[config.mk]
export PLATFORM = sky130hd
export DESIGN_NAME = univ_reg_file
export DESIGN_NICKNAME = d
export VERILOG_FILES = /design/src/rtl/univ_reg_pkg.sv /design/src/rtl/univ_alu.sv /design/src/rtl/univ_reg_file.sv
export SDC_FILE = /design/constraint.sdc
export NUM_CORES = 1
export LEC_CHECK = 0
export CAP_MARGIN = 5
export CORE_ASPECT_RATIO = 0.9
export CORE_MARGIN = 10
export CORE_UTILIZATION = 57
export CTS_BUF_LIST = sky130_fd_sc_hd__clkbuf_2 sky130_fd_sc_hd__clkbuf_4 sky130_fd_sc_hd__clkbuf_8
export CTS_CLUSTER_DIAMETER = 120
export DETAILED_ROUTE_END_ITERATION = 16
export GPL_TIMING_DRIVEN = 0
export PLACE_DENSITY = 0.82
export SYNTH_ARGS = -nofsm -noshare
export SYNTH_HDL_FRONTEND = slang
export SYNTH_SLANG_ARGS = --single-unit
export TNS_END_PERCENT = 30
[constraint.sdc]
create_clock -name clk -period 3.2 [get_ports clk]
set_input_delay 0.8 -clock clk [delete_from_list [all_inputs] [get_ports clk]]
set_output_delay 0.8 -clock clk [all_outputs]
set_load 0.01 [all_outputs]
[src/rtl/univ_reg_pkg.sv]
// rtl/univ_reg_pkg.sv - op encoding shared by the register file and its ALU
package univ_reg_pkg;
   localparam logic [2:0] OP_HOLD = 3'b000;
   localparam logic [2:0] OP_LOAD = 3'b001;
   localparam logic [2:0] OP_INC  = 3'b010;
   localparam logic [2:0] OP_DEC  = 3'b011;
   localparam logic [2:0] OP_SHL  = 3'b100;
   localparam logic [2:0] OP_SHR  = 3'b101;
   localparam logic [2:0] OP_ROL  = 3'b110;
   localparam logic [2:0] OP_CLR  = 3'b111;
endpackage

[src/rtl/univ_alu.sv]
// rtl/univ_alu.sv - combinational next-value and carry for one register op
module univ_alu
   import univ_reg_pkg::*;
#(
   parameter int WIDTH = 8
) (
   input  logic [2:0]       op_i,
   input  logic [WIDTH-1:0] cur_i,
   input  logic [WIDTH-1:0] wdata_i,
   output logic [WIDTH-1:0] res_o,
   output logic             c_o
);
   localparam logic [WIDTH-1:0] ONE = {{(WIDTH-1){1'b0}}, 1'b1};

   always_comb begin
      res_o = cur_i;
      c_o   = 1'b0;
      case (op_i)
         OP_LOAD: res_o = wdata_i;
         OP_INC:  {c_o, res_o} = {1'b0, cur_i} + {1'b0, ONE};
         OP_DEC: begin
            res_o = cur_i - ONE;
            c_o   = (cur_i == '0);
         end
         OP_SHL: begin
            res_o = {cur_i[WIDTH-2:0], 1'b0};
            c_o   = cur_i[WIDTH-1];
         end
         OP_SHR: begin
            res_o = {1'b0, cur_i[WIDTH-1:1]};
            c_o   = cur_i[0];
         end
         OP_ROL: begin
            res_o = {cur_i[WIDTH-2:0], cur_i[WIDTH-1]};
            c_o   = cur_i[WIDTH-1];
         end
         OP_CLR:  res_o = '0;
         default: res_o = cur_i;
      endcase
   end
endmodule

[src/rtl/univ_reg_file.sv]
// rtl/univ_reg_file.sv - bank of universal registers with two read ports and carry/zero flags
module univ_reg_file
   import univ_reg_pkg::*;
#(
   parameter  int WIDTH = 8,
   parameter  int DEPTH = 4,
   localparam int AW    = $clog2(DEPTH)
) (
   input  logic             clk,
   input  logic             rst,
   input  logic [2:0]       op,
   input  logic [AW-1:0]    waddr,
   input  logic [WIDTH-1:0] wdata,
   input  logic [AW-1:0]    raddr_a,
   input  logic [AW-1:0]    raddr_b,
   output logic [WIDTH-1:0] rdata_a,
   output logic [WIDTH-1:0] rdata_b,
   output logic             carry,
   output logic             zero
);
   logic [WIDTH-1:0] regs_q [DEPTH];
   logic             carry_q, carry_d;
   logic             zero_q, zero_d;
   logic [WIDTH-1:0] cur_val, alu_res;
   logic             alu_c, w_hit, we;

   // Decode by comparing against each index so out-of-range addresses simply match nothing.
   always_comb begin
      cur_val = '0;
      w_hit   = 1'b0;
      rdata_a = '0;
      rdata_b = '0;
      for (int i = 0; i < DEPTH; i++) begin
         if (AW'(i) == waddr) begin
            cur_val = regs_q[i];
            w_hit   = 1'b1;
         end
         if (AW'(i) == raddr_a) rdata_a = regs_q[i];
         if (AW'(i) == raddr_b) rdata_b = regs_q[i];
      end
   end

   univ_alu #(.WIDTH(WIDTH)) u_alu (
      .op_i    (op),
      .cur_i   (cur_val),
      .wdata_i (wdata),
      .res_o   (alu_res),
      .c_o     (alu_c)
   );

   assign we      = w_hit && (op != OP_HOLD);
   assign carry_d = we ? alu_c : carry_q;
   assign zero_d  = we ? (alu_res == '0) : zero_q;

   always_ff @(posedge clk) begin
      if (rst) begin
         for (int i = 0; i < DEPTH; i++) regs_q[i] <= '0;
         carry_q <= 1'b0;
         zero_q  <= 1'b1;
      end else begin
         carry_q <= carry_d;
         zero_q  <= zero_d;
         for (int i = 0; i < DEPTH; i++) begin
            if (we && (AW'(i) == waddr)) regs_q[i] <= alu_res;
         end
      end
   end

   assign carry = carry_q;
   assign zero  = zero_q;
endmodule

==> results of run 1 <==
[critical path: cells and delay by family]
kind,cells,cell delay (ns)
AOI/OAI and AO/OA,2,0.30
and+or+nand+nor,4,1.34
buffers and inverters,2,0.89
[synth_stat cells, types with 6 or more instances]
cell type,instances
a21oi_1,11
clkbuf_1,6
edfxtp_1,32
inv_1,7
mux2i_1,7
mux4_2,26
nand2_1,17
nand3_1,8
nor2_1,50
o31ai_1,6
[power groups by stage]
stage	registers (mW)	logic, mW	clock network [mW]
floorplan	0.547	0.264	0
global placement	0.551	0.387	0
detailed placement	0.554	0.397	0
CTS	0.544	0.400	0.312
global route	0.550	0.435	0.336
finish	0.545	0.404	0.314
[per-stage QoR]
| step | worst slack [ns] | setup TNS [ns] | util, % |
|---|---|---|---|
| detailed placement | -0.338 | -7.93 | 68.4 |
| global placement | -0.408 | -12.07 | 68.1 |
| finish | 0.0659 | 0 | 70.5 |
| CTS | 0.00333 | 0 | 70.6 |
| floorplan | 0.233 | 0 | - |
| global route | -0.124 | -0.465 | 70.5 |
[worst max path at each step]
stage             start                          to  slack (ns)  cells past startpoint
2_1_floorplan  waddr[0]  regs_q[0][1]$_SDFFCE_PN0P_        0.23                      8
3_3_place_gp      op[0]  regs_q[0][0]$_SDFFCE_PN0P_       -0.41                      4
3_5_place_dp      op[0]           zero$_SDFFE_PP1P_       -0.34                      9
4_1_cts           op[0]           zero$_SDFFE_PP1P_       0.003                      9
5_1_grt           op[0]  regs_q[1][5]$_SDFFCE_PN0P_       -0.12                      9
6_report          op[1]           zero$_SDFFE_PP1P_        0.07                      8
[registers in the layout (all words and copies together), names as in the netlist]
name / cells
zero: 1
regs_q: 32
carry: 1
[cells in the final DEF, fill, tap and decap left out, types with 2 or more instances in the layout]
cell type,instances
a21oi_1,11
a221o_1,2
a22oi_1,2
a31o_2,3
a31oi_1,2
buf_1,3
buf_2,5
buf_4,4
clkbuf_1,3
clkbuf_2,2
clkbuf_8,5
clkdlybuf4s50_1,29
dfxtp_1,2
edfxtp_1,32
ha_1,2
inv_1,7
mux2_2,4
mux2i_1,7
mux4_2,26
nand2_1,17
nand2b_1,2
nand3_1,7
nand4_1,2
nor2_1,50
nor2b_1,3
nor3_1,4
nor3_2,2
o211ai_1,2
o21ai_0,4
o21ai_1,2
o31ai_1,6
xnor2_1,3
[routing by layer]
layer | wire length (microns) | global-route usage (%) | vias up
met4 | 138 | 5.18 | 0
met2 | 3590 | 30.2 | 135
met5 | 0 | 0 | -
li1 | - | - | 1050
met3 | 799 | 6.62 | 16
met1 | 2990 | 25.5 | 1169
[cells by family after synthesis]
group / Yosys count / share of synthesized area, %
simple gates: 103 / 19.2
compound gates: 46 / 12.2
flops: 34 / 36.7
xor+xnor: 4 / 1.28
buf+inv: 24 / 4.08
mux: 37 / 25.7
fa+ha+maj: 2 / 0.917
[area by class of cell]
class | instances | area [sq um]
plain buffers | 16 | 83.8
clock buffers | 5 | 68.8
clock inverters | 3 | 16.3
fillers | 371 | 1340
inverters | 7 | 26.3
multi-input cells | 192 | 1630
flip-flops and latches | 34 | 1000
well taps | 62 | 77.6
repair buffers | 31 | 305
==> results.md, run 1 <==
* Final Hold Fails at 0
* Half-perimeter wire length after placement at around 5500 microns
* Final Power at 1.26 mW
* Worst Path Arrival at 3.33 ns
* Max Clk Rate at between 0.3 and 0.4 GHz
* Worst hold path class: reg2reg
* Final cell count without fillers at 350
* Mean Syn Cell Area at roughly 11 sq um
* Top FF cell, synth: edfxtp_1
* Max-Cap Viols at 0
* Worst IR Drop VDD at 317 uV
* Number of synthesized flops with an enable pin at 32
* Largest net degree at the start of global routing at 12
* Final Slew Violations at 0
* CP peak stage delay at roughly 0.5 ns
* Drt first-iter violations at 326
* Drt total wl at 7520 microns
* Synth cell types at 58
* Critical Path RT at 3.39 ns
* P_int at between 0.8 and 0.9 mW
* Hold-fix buffers at CTS at 0
* CTS clk-pin slew, worst paths at 0.07 ns
* I/O Buffers at 29
* CP Launch Type: input port
* Cells after synthesis at 250
* Clk Latency, worst-skew pair at ~0.3 ns
* Final setup vio count at 0
* DP Area at 3110 sq um
* First-pass GRT wire length at 12,300 microns
* Synth top area cells: edfxtp_1 (35%), mux4_2 (21%), nor2_1 (6.9%), mux2i_1 (2.6%), nand2_1 (2.3%)
* Post-synth top area share at 35.2%
* GRT Util Overall at between 10% and 20%
* Core area at about 4500 sq um
* Total number of H-tree levels at 2
* Slew @ Worst Pin at about 0.79 ns
* Sequential share of the synthesized area at 36.7%
* Status: finished clean
* Min-delay src: zero$_SDFFE_PP1P_
* R2R setup slack at 0.50 ns
* RR Endpoint: regs_q[3][1]$_SDFFCE_PN0P_
* WS Path Type: in2reg
* Flop pwr share at 43.2%
* FFs w/ async S/R, synth at 0%
* Max_slew headroom at 47.1%
* Vias in the first global route at 2,305
* Critical R2R Launch: regs_q[3][1]$_SDFFCE_PN0P_
* CP max-delay cell: clkdlybuf4s50_1
* PwrDens at 394 nW/um^2
* Total grt overflow at 0
* Post-CTS Setup Inserts at 0
* WHS Path Cells at 3
* Clock root buffer: clkbuf_8
* Post-CTS sizing at 4
* Comb pwr share at between 30% and 40%
* Via density at 6.77
* Global placement routability congestion at 0.884
* CTS tree: yes
* First-pass detailed-route iteration total at 5
* Crit path max fanout at 10
* Final instance area at around 3200 sq um
* LEAKAGE at roughly 1.1 nW
* Reg2Reg Depth at 7
* Via Count at 2,370
* Synth Warn # at 0
* Netlist Area Pre-Place at between 2000 and 3000 sq um
* Routed Antenna Nets at 0
* Synth Register Bits at 34
* Switching portion of total power at 31.9%
* Sink Count at 34
* I/O pin count at 37
* Clk pwr share at 24.8%
* CTS Buffer Depth at 2
* Routed wire length per instance at roughly 21 microns
* Hold slack final at 0.548 ns
* Unrepaired setup endpoints after global routing: yes
* Ant. Diodes at 0
* Die ar. at about 8000 sq um
* Final period util at 97.9%
* Num CTS Buffers at 5
* Tmin final at 3.13 ns
* Layout cells sized above 1 at 21.9%
* Sw Pwr at 0.403 mW
* Syn_nets at about 270
* Row Count at 23
* Die X at approximately 93 microns
* Cell chain of the critical path: clkdlybuf4s50_1 -> clkbuf_1 -> nand3_2 -> nor4b_4 -> a2111oi_2 -> or3_4 -> and4_1 -> a41o_1
* WHS Endpoint: zero$_SDFFE_PP1P_
* Skew final at 0.00538 ns
* Initial Util at 60.0%
* Syn-to-layout area delta at 17.5%
* Placed cell count at 343
* Initial antenna violation count at 0
* Final net count at 308
* CP Capture Type: flip-flop
* Die height at 85.6 microns
* DRC at 0
* Post-synth top area cell: edfxtp_1
No activity file was read; power rests on OpenSTA's default activity.
==> run 2: changes to the inputs <==
CORE_UTILIZATION = 58   (was 57)
PLACE_DENSITY = 0.83   (was 0.82)
SYNTH_HIERARCHICAL = 1   (was default)
==> run 2 against run 1 <==
Compared with the run above:
- the run now ends with setup timing left
- power rose by 10%
- via count is 11% higher
- sequential share of layout area shrank 3.8 points
- clock-buffer cell count stayed put
- hold slack gained 0.015 ns
- combinational power up 28%
- critical path type unchanged
- critical endpoint is now zero$_SDFFE_PP1N_
==> results.md, run 2 <==
* Post-synth top area share at 33.3% (-2.0 points)
* Initial Util at 59.8% (-0.26 points)
* RR Endpoint: zero$_SDFFE_PP1N_
* Sink Count at 34 (unchanged)
* Routed wire length per instance at 24.3 microns (+13%)
* Slew @ Worst Pin at 0.800 ns (+0.0139 ns)
* Worst hold path class: reg2reg
* Setup WS post-layout at -0.104 ns (-0.170 ns)
* Hold slack final at 0.563 ns (+0.0150 ns)
* Final period util at 103% (+5.3 points)
* Final setup vio count at 1 (+1)
* Critical Path RT at 3.40 ns (about the same)
* Die height at 87.0 microns (+1.5%)
* Filler cell count at 313 (-16%)
* Most frequent cell on the critical path: buf_6
* Synth Warn # at 6 (+6)
* Syn_nets at 274 (+1.1%)
* Hold-fix buffers at CTS at 0 (unchanged)
* Cell chain of the critical path: buf_12 -> buf_6 -> mux4_2 -> buf_6 -> or4b_4 -> nor2_4 -> xor2_1 -> a31oi_1 -> a21oi_2 -> or4_4 -> o311ai_4
* Sequential share of the synthesized area at 34.6% (-2.0 points)
* Via Count at 2,628 (+11%)
* Crit. Startpoint: waddr[0]
* Initial antenna violation count at 0 (unchanged)
* CP Launch Type: input port
* Final Hold Fails at 0 (unchanged)
* Crit path max fanout at 7 (-3)
* Drt first-iter violations at 249 (-24%)
* Worst setup path end: zero$_SDFFE_PP1N_
* Layout cells sized above 1 at 33.7% (+12 points)
* Failing checks: setup timing
* Netlist Area Pre-Place at 2890 sq um (+5.9%)
* Syn-to-layout area delta at 26.2%
* I/O Buffers at 31 (+6.9%)
* Clk Latency, worst-skew pair at 0.30 ns (about the same)
* Top FF cell, synth: edfxtp_1
* Final cell count without fillers at 371 (+6.0%)
* Worst IR Drop VDD at 328 uV (+3.8%)
* CTS tree: yes
* Synth top area cells: edfxtp_1 (33%), mux4_2 (19%), nor4b_1 (7.0%), nor4b_2 (4.7%), a21oi_1 (2.8%)
* Max reg flops at 32 (unchanged)
* Synth cell types at 56 (-3.4%)
* Bufs and invs on worst path at 3 (+1)
* CTS clk-pin slew, worst paths at 0.07 ns (about the same)
* CP peak stage delay at 0.58 ns (+0.07 ns)
* Num CTS Buffers at 5 (unchanged)
* Setup_tns at -0.104 ns (-0.104 ns)
* Placed cell count at 349 (+1.7%)
* WS Path Type: in2reg
* R2R setup slack at 0.07 ns (-0.43 ns)
* CP Capture Type: flip-flop
* Largest net degree at the start of global routing at 13 (+1)
* Vias in the first global route at 2,575 (+12%)
* Most numerous cell in the Yosys netlist: edfxtp_1
* Grt met3 use at 3.71% (-2.9 points)
* Post-synth top cells: edfxtp_1 (32), mux4_2 (24), nor4b_1 (23)
* Total grt overflow at 0 (unchanged)
* Mean Syn Cell Area at 11.4 sq um (+4.6%)
* Met1 Use GR at 25.6% (+0.10 points)
* Critical R2R Launch: regs_q[3][1]$_SDFFCE_PN0P_
* Worst Path Arrival at 3.51 ns (+0.18 ns)
* LEAKAGE at 1.23 nW (+8.9%)
* Reg2Reg Depth at 11 (+4)
* Synth Register Bits at 34 (unchanged)
* Ant. Diodes at 0 (unchanged)
* Core area at 4830 sq um (+6.3%)
* Gr busiest metal: met2
* Die X at 94.4 microns (+1.6%)
* Drt total wl at 9030 microns (+20%)
* Largest reg by FF count: regs_q
* CP max-delay cell: mux4_2
* PwrDens at 383 nW/um^2 (-2.9%)
* Half-perimeter wire length after placement at 6170 microns (+12%)
* Final Slew Violations at 0 (unchanged)
* Global placement routability congestion at 0.951 (+7.7%)
* WP depth at 11 (+3)
* Setup WS pre-CTS at -1.11 ns (-0.776 ns)
* Skew final at 0.00575 ns (+0.000374 ns)
* Number of synthesized flops with an enable pin at 32 (unchanged)
* CTS Buffer Depth at 2 (unchanged)
* Routed Antenna Nets at 0 (unchanged)
* Status: complete, but fails checks
* Post-synth top area cell: edfxtp_1
* Unrepaired setup endpoints after global routing: yes
* Die ar. at 8210 sq um (+3.1%)
* First-pass GRT wire length at 14,300 microns (+16%)
* Row Count at 24 (+4.3%)
* Cells after synthesis at 253 (+1.2%)
* Max-Cap Viols at 0 (unchanged)
* Total number of H-tree levels at 2 (unchanged)
* Max_slew headroom at 46.3% (-0.84 points)
* FFs w/ async S/R, synth at 0% (unchanged)
* Max Clk Rate at 0.303 GHz (-5.2%)
* Via density at 7.08 (+4.6%)
* Commonest non-fill, non-tap cell in the layout: edfxtp_1
* Clock root buffer: clkbuf_8
* Worst path top cell family by delay: simple AND/OR/NAND/NOR gates
* Most frequent cells in the layout: edfxtp_1 (32), clkdlybuf4s50_1 (29), mux4_2 (24)
* Post-layout util at 75.4% (+4.9 points)
* Met2 usage at 39.8% (+9.6 points)
* First-pass detailed-route iteration total at 5 (unchanged)
* Final net count at 326 (+5.8%)
* GRT Util Overall at 21.9% (+2.4 points)
* Tmin final at 3.30 ns (+0.170 ns)
* I/O pin count at 37 (unchanged)
* DRC at 0 (unchanged)
## run 2: worst min-delay path, cell delays in order (launching register included)
cell and delay (ns):
dfxtp_1 0.31, or4b_1 0.16, a21oi_1 0.05
## run 2: routing by layer
layer  share of wire (%)  wire length, microns  vias to the layer above
li1                    -                     -                     1119
met1                  37                  3360                     1298
met2                  52                  4670                      182
met3                 8.3                   753                       29
met4                 2.8                   252                        0
met5                   0                     0                        -
## run 2: what timing repair did
item / in CTS / in global routing
setup buffers: 13 / 2
hold endpoints to repair: 0 / 0
setup endpoints to repair: 30 / 15
pin swaps: 7 / 7
resized for setup: 36 / 10
## run 2: where the power goes
part           internal, mW  switching (mW)  total [mW]
Clock                 0.153           0.178       0.331
Sequential            0.520          0.0252       0.545
Combinational         0.260           0.258       0.518
## run 2: cells by family after synthesis
family / synth area share, %
xor gates and xnor gates: 2.43
AOI/OAI and AO/OA: 11.3
buffers and inverters: 7.10
DFF: 34.6
and+or+nand+nor: 24.3
muxes: 19.4
adders and majority gates: 0.866
## run 2: through the flow
step,total power [mW],instance area [sq um]
floorplan,0.835,2910
global placement,0.974,3300
detailed placement,0.986,3300
CTS,1.36,3600
global route,1.43,3640
finish,1.39,3640
## run 2: worst min path at each step
stage	endpoint	depth (start not counted)	from	slack [ns]
2_1_floorplan	carry$_SDFFE_PP0N_	2	carry$_SDFFE_PP0N_	0.57
3_3_place_gp	carry$_SDFFE_PP0N_	2	carry$_SDFFE_PP0N_	0.54
3_5_place_dp	carry$_SDFFE_PP0N_	2	carry$_SDFFE_PP0N_	0.55
4_1_cts	carry$_SDFFE_PP0N_	2	carry$_SDFFE_PP0N_	0.57
5_1_grt	carry$_SDFFE_PP0N_	2	carry$_SDFFE_PP0N_	0.60
6_report	carry$_SDFFE_PP0N_	2	carry$_SDFFE_PP0N_	0.56
## run 2: final cells by class
type / instances / area [sq um] / share of cell area (%)
well taps: 65 / 81.3 / 2.23
multi-input cells: 184 / 1800 / 49.3
repair buffers: 46 / 443 / 12.2
clock buffers: 5 / 68.8 / 1.89
clock inverters: 3 / 20.0 / 0.549
flip-flops and latches: 34 / 1000 / 27.5
plain buffers: 29 / 213 / 5.84
inverters: 5 / 21.3 / 0.584
==> run 3: changes to the inputs <==
--- a/config.mk
+++ b/config.mk
@@ -13,2 +13,3 @@
 export CTS_CLUSTER_DIAMETER = 120
+export CTS_CLUSTER_SIZE = 40
 export DETAILED_ROUTE_END_ITERATION = 16
==> constraint.sdc (replaced) <==
create_clock -name clk -period 3.2 [get_ports clk]
set_input_delay 0.48 -clock clk [delete_from_list [all_inputs] [get_ports clk]]
set_output_delay 0.48 -clock clk [all_outputs]
set_load 0.01 [all_outputs]
==> run 3 against run 2 <==
Compared with the run above:
- die area unchanged
- clock-buffer cell count up 2
- the run now ends clean
- highest routed layer unchanged
- core utilization down 0.41 points
- first-iteration DRC count down 35%
- non-clock buffer count up 3
- setup slack better by 0.13 ns
==> results.md, run 3 (same netlist as run 2, synthesis figures left out) <==
* Status: finished clean
* Met2 WL post-DR at 4790 microns (+2.5%)
* RR Endpoint: zero$_SDFFE_PP1N_
* Worst hold path class: reg2reg
* Max-Cap Viols at 0 (unchanged)
* Hold-fix buffers at CTS at 0 (unchanged)
* Global placement routability congestion at 0.928 (-2.5%)
* Clock root buffer: clkbuf_8
* R2R setup slack at 0.14 ns (+0.07 ns)
* Via density at 6.99 (-1.3%)
* CTS Buffer Depth at 2 (unchanged)
* CP max-delay cell: mux4_2
* I/O Buffers at 31 (unchanged)
* Initial antenna violation count at 0 (unchanged)
* Sink Count at 34 (unchanged)
* Reg2Reg Depth at 11 (unchanged)
* P_int at 0.948 mW (+1.6%)
* Clk pwr share at 22.2% (-1.5 points)
* Max Clk Rate at 0.315 GHz (+4.0%)
* Worst Path Arrival at 3.23 ns (-0.28 ns)
* Largest net degree at the start of global routing at 11 (-2)
* First-pass GRT wire length at 14,300 microns (about the same)
* Final cell count without fillers at 373 (+0.54%)
* Hold slack final at 0.561 ns (-0.00258 ns)
* Critical Path RT at 3.25 ns (-0.15 ns)
* Most frequent cells in the layout: edfxtp_1 (32), clkdlybuf4s50_1 (29), mux4_2 (24)
* Placed cell count at 349 (unchanged)
* Largest reg by FF count: regs_q
* WHS Endpoint: carry$_SDFFE_PP0N_
* Final setup vio count at 0 (-1)
* Row Count at 24 (unchanged)
* CTS clk-pin slew, worst paths at 0.06 ns (about the same)
* Final Hold Fails at 0 (unchanged)
* GRT Util Overall at 22.2% (+0.29 points)
* Routed Antenna Nets at 0 (unchanged)
* LEAKAGE at 1.22 nW (about the same)
* Die X at 94.4 microns (unchanged)
* Core area at 4830 sq um (unchanged)
* Max_slew headroom at 47.0% (+0.67 points)
* Final Slew Violations at 0 (unchanged)
* I/O pin count at 37 (unchanged)
* Most frequent cell on the critical path: buf_6
* Die height at 87.0 microns (unchanged)
* Min-delay src: carry$_SDFFE_PP0N_
* WS Path Type: in2reg
* Via Count at 2,609 (-0.72%)
* Sw Pwr at 0.421 mW (-8.7%)
* Unrepaired setup endpoints after global routing: no
* Drt first-iter violations at 162 (-35%)
* Final Power at 1.37 mW (-1.8%)
* Ant. Diodes at 0 (unchanged)
* Total grt overflow at 0 (unchanged)
* Vias in the first global route at 2,664 (+3.5%)
* Setup WS pre-CTS at -0.898 ns (+0.217 ns)
* Routed wire length per instance at 24.2 microns (-0.71%)
* CTS tree: yes
* Comb pwr share at 38.1% (+1.0 points)
* WHS Path Cells at 2 (unchanged)
* Layout cells sized above 1 at 33.4% (-0.22 points)
* Die ar. at 8210 sq um (unchanged)
* Filler cell count at 322 (+2.9%)
* First-pass detailed-route iteration total at 5 (unchanged)
* Drt total wl at 9020 microns (-0.18%)
* Met3 WL at 635 microns (-16%)
* Initial Util at 59.8% (unchanged)
* Slew @ Worst Pin at 0.790 ns (-0.00994 ns)
* Total number of H-tree levels at 2 (unchanged)
* PwrDens at 378 nW/um^2 (-1.3%)
* Max reg flops at 32 (unchanged)
* Flop pwr share at 39.8% (+0.7 points)
* Commonest non-fill, non-tap cell in the layout: edfxtp_1
* Final net count at 329 (+0.92%)
* Final period util at 99.3% (-4.0 points)
* Worst IR Drop VDD at 373 uV (+13%)
* Skew final at 0.00675 ns (+0.000997 ns)
* CP Launch Type: input port
* DR top layer: met4
* Met1 WL at 3290 microns (-2.0%)
* Setup WS post-layout at 0.0237 ns (+0.128 ns)
* DRC at 0 (unchanged)
* Half-perimeter wire length after placement at 6320 microns (+2.4%)
* Num CTS Buffers at 5 (unchanged)
* Cell chain of the critical path: clkbuf_2 -> buf_6 -> buf_6 -> mux4_2 -> buf_6 -> buf_4 -> xnor2_1 -> o21ai_0 -> o22ai_1 -> o21ai_1 -> nor4b_1
* CP Capture Type: flip-flop
* Switching portion of total power at 30.8% (-2.3 points)
* Syn-to-layout area delta at 25.5%
* CP peak stage delay at 0.63 ns (+0.05 ns)
* Crit path max fanout at 5 (-2)
* Clk Latency, worst-skew pair at 0.28 ns (-0.02 ns)
* Tmin final at 3.18 ns (-0.128 ns)
* Critical R2R Launch: regs_q[0][1]$_SDFFCE_PN0P_
[run 3: cell count changes in the layout (fill, tap and decap cells not counted), moves of 2 or more]
cell and change:
clkbuf_2 -2, nor4b_4 -3, buf_4 +4, nor4b_2 +2, clkbuf_4 +3, buf_6 -2
[run 3: what timing repair did]
action,CTS,global route
gates cloned,0,0
setup endpoints to repair,22,9
buffers inserted,15,3
gates resized for setup,26,8
pin swaps,5,5
[run 3: worst max-delay path, delay by kind of cell]
family	cells	cell delay (ns)
AOI/OAI and AO/OA	3	0.91
buffers and inverters	5	0.68
muxes	1	0.63
and+or+nand+nor	1	0.40
xor gates and xnor gates	1	0.12
[run 3: metrics by stage]
step | instance area [sq um] | util (%) | setup TNS (ns)
detailed placement | 3280 | 67.9 | -13.37
global route | 3620 | 75.0 | 0
finish | 3620 | 75.0 | 0
CTS | 3570 | 73.9 | 0
global placement | 3280 | 67.9 | -11.84
floorplan | 2890 | - | 0
[run 3: worst max-delay path by stage]
stage	startpoint	endpoint	slack, ns
CTS	waddr[0]	zero$_SDFFE_PP1N_	0.01
global placement	waddr[0]	zero$_SDFFE_PP1N_	-0.86
floorplan	waddr[0]	zero$_SDFFE_PP1N_	0.02
global route	waddr[0]	zero$_SDFFE_PP1N_	0.002
finish	waddr[0]	regs_q[2][2]$_SDFFCE_PN0P_	0.02
detailed placement	waddr[0]	zero$_SDFFE_PP1N_	-0.90
[run 3: routing by layer]
layer | vias to the layer above | track usage (%)
met5 | - | 0
met4 | 0 | 10.6
met3 | 27 | 3.28
met2 | 154 | 39.4
met1 | 1300 | 25.5
li1 | 1128 | -
[run 3: area by class of cell]
cell class                      instances  area [sq um]  share of cell area [%]
Clock buffer                            7          83.8                    2.31
Sequential cell                        34          1000                    27.6
Tap cell                               65          81.3                    2.24
Multi-Input combinational cell        184          1780                    49.0
Timing Repair Buffer                   49           455                    12.6
Buffer                                 29           208                    5.73
Inverter                                5          18.8                   0.518
[run 3: power by group through the flow]
stage / sequential (mW) / combinational, mW / clock [mW]
6_report: 0.544 / 0.521 / 0.303
2_1_floorplan: 0.542 / 0.290 / 0
3_5_place_dp: 0.551 / 0.432 / 0
3_3_place_gp: 0.547 / 0.424 / 0
4_1_cts: 0.543 / 0.493 / 0.305
5_1_grt: 0.547 / 0.547 / 0.325
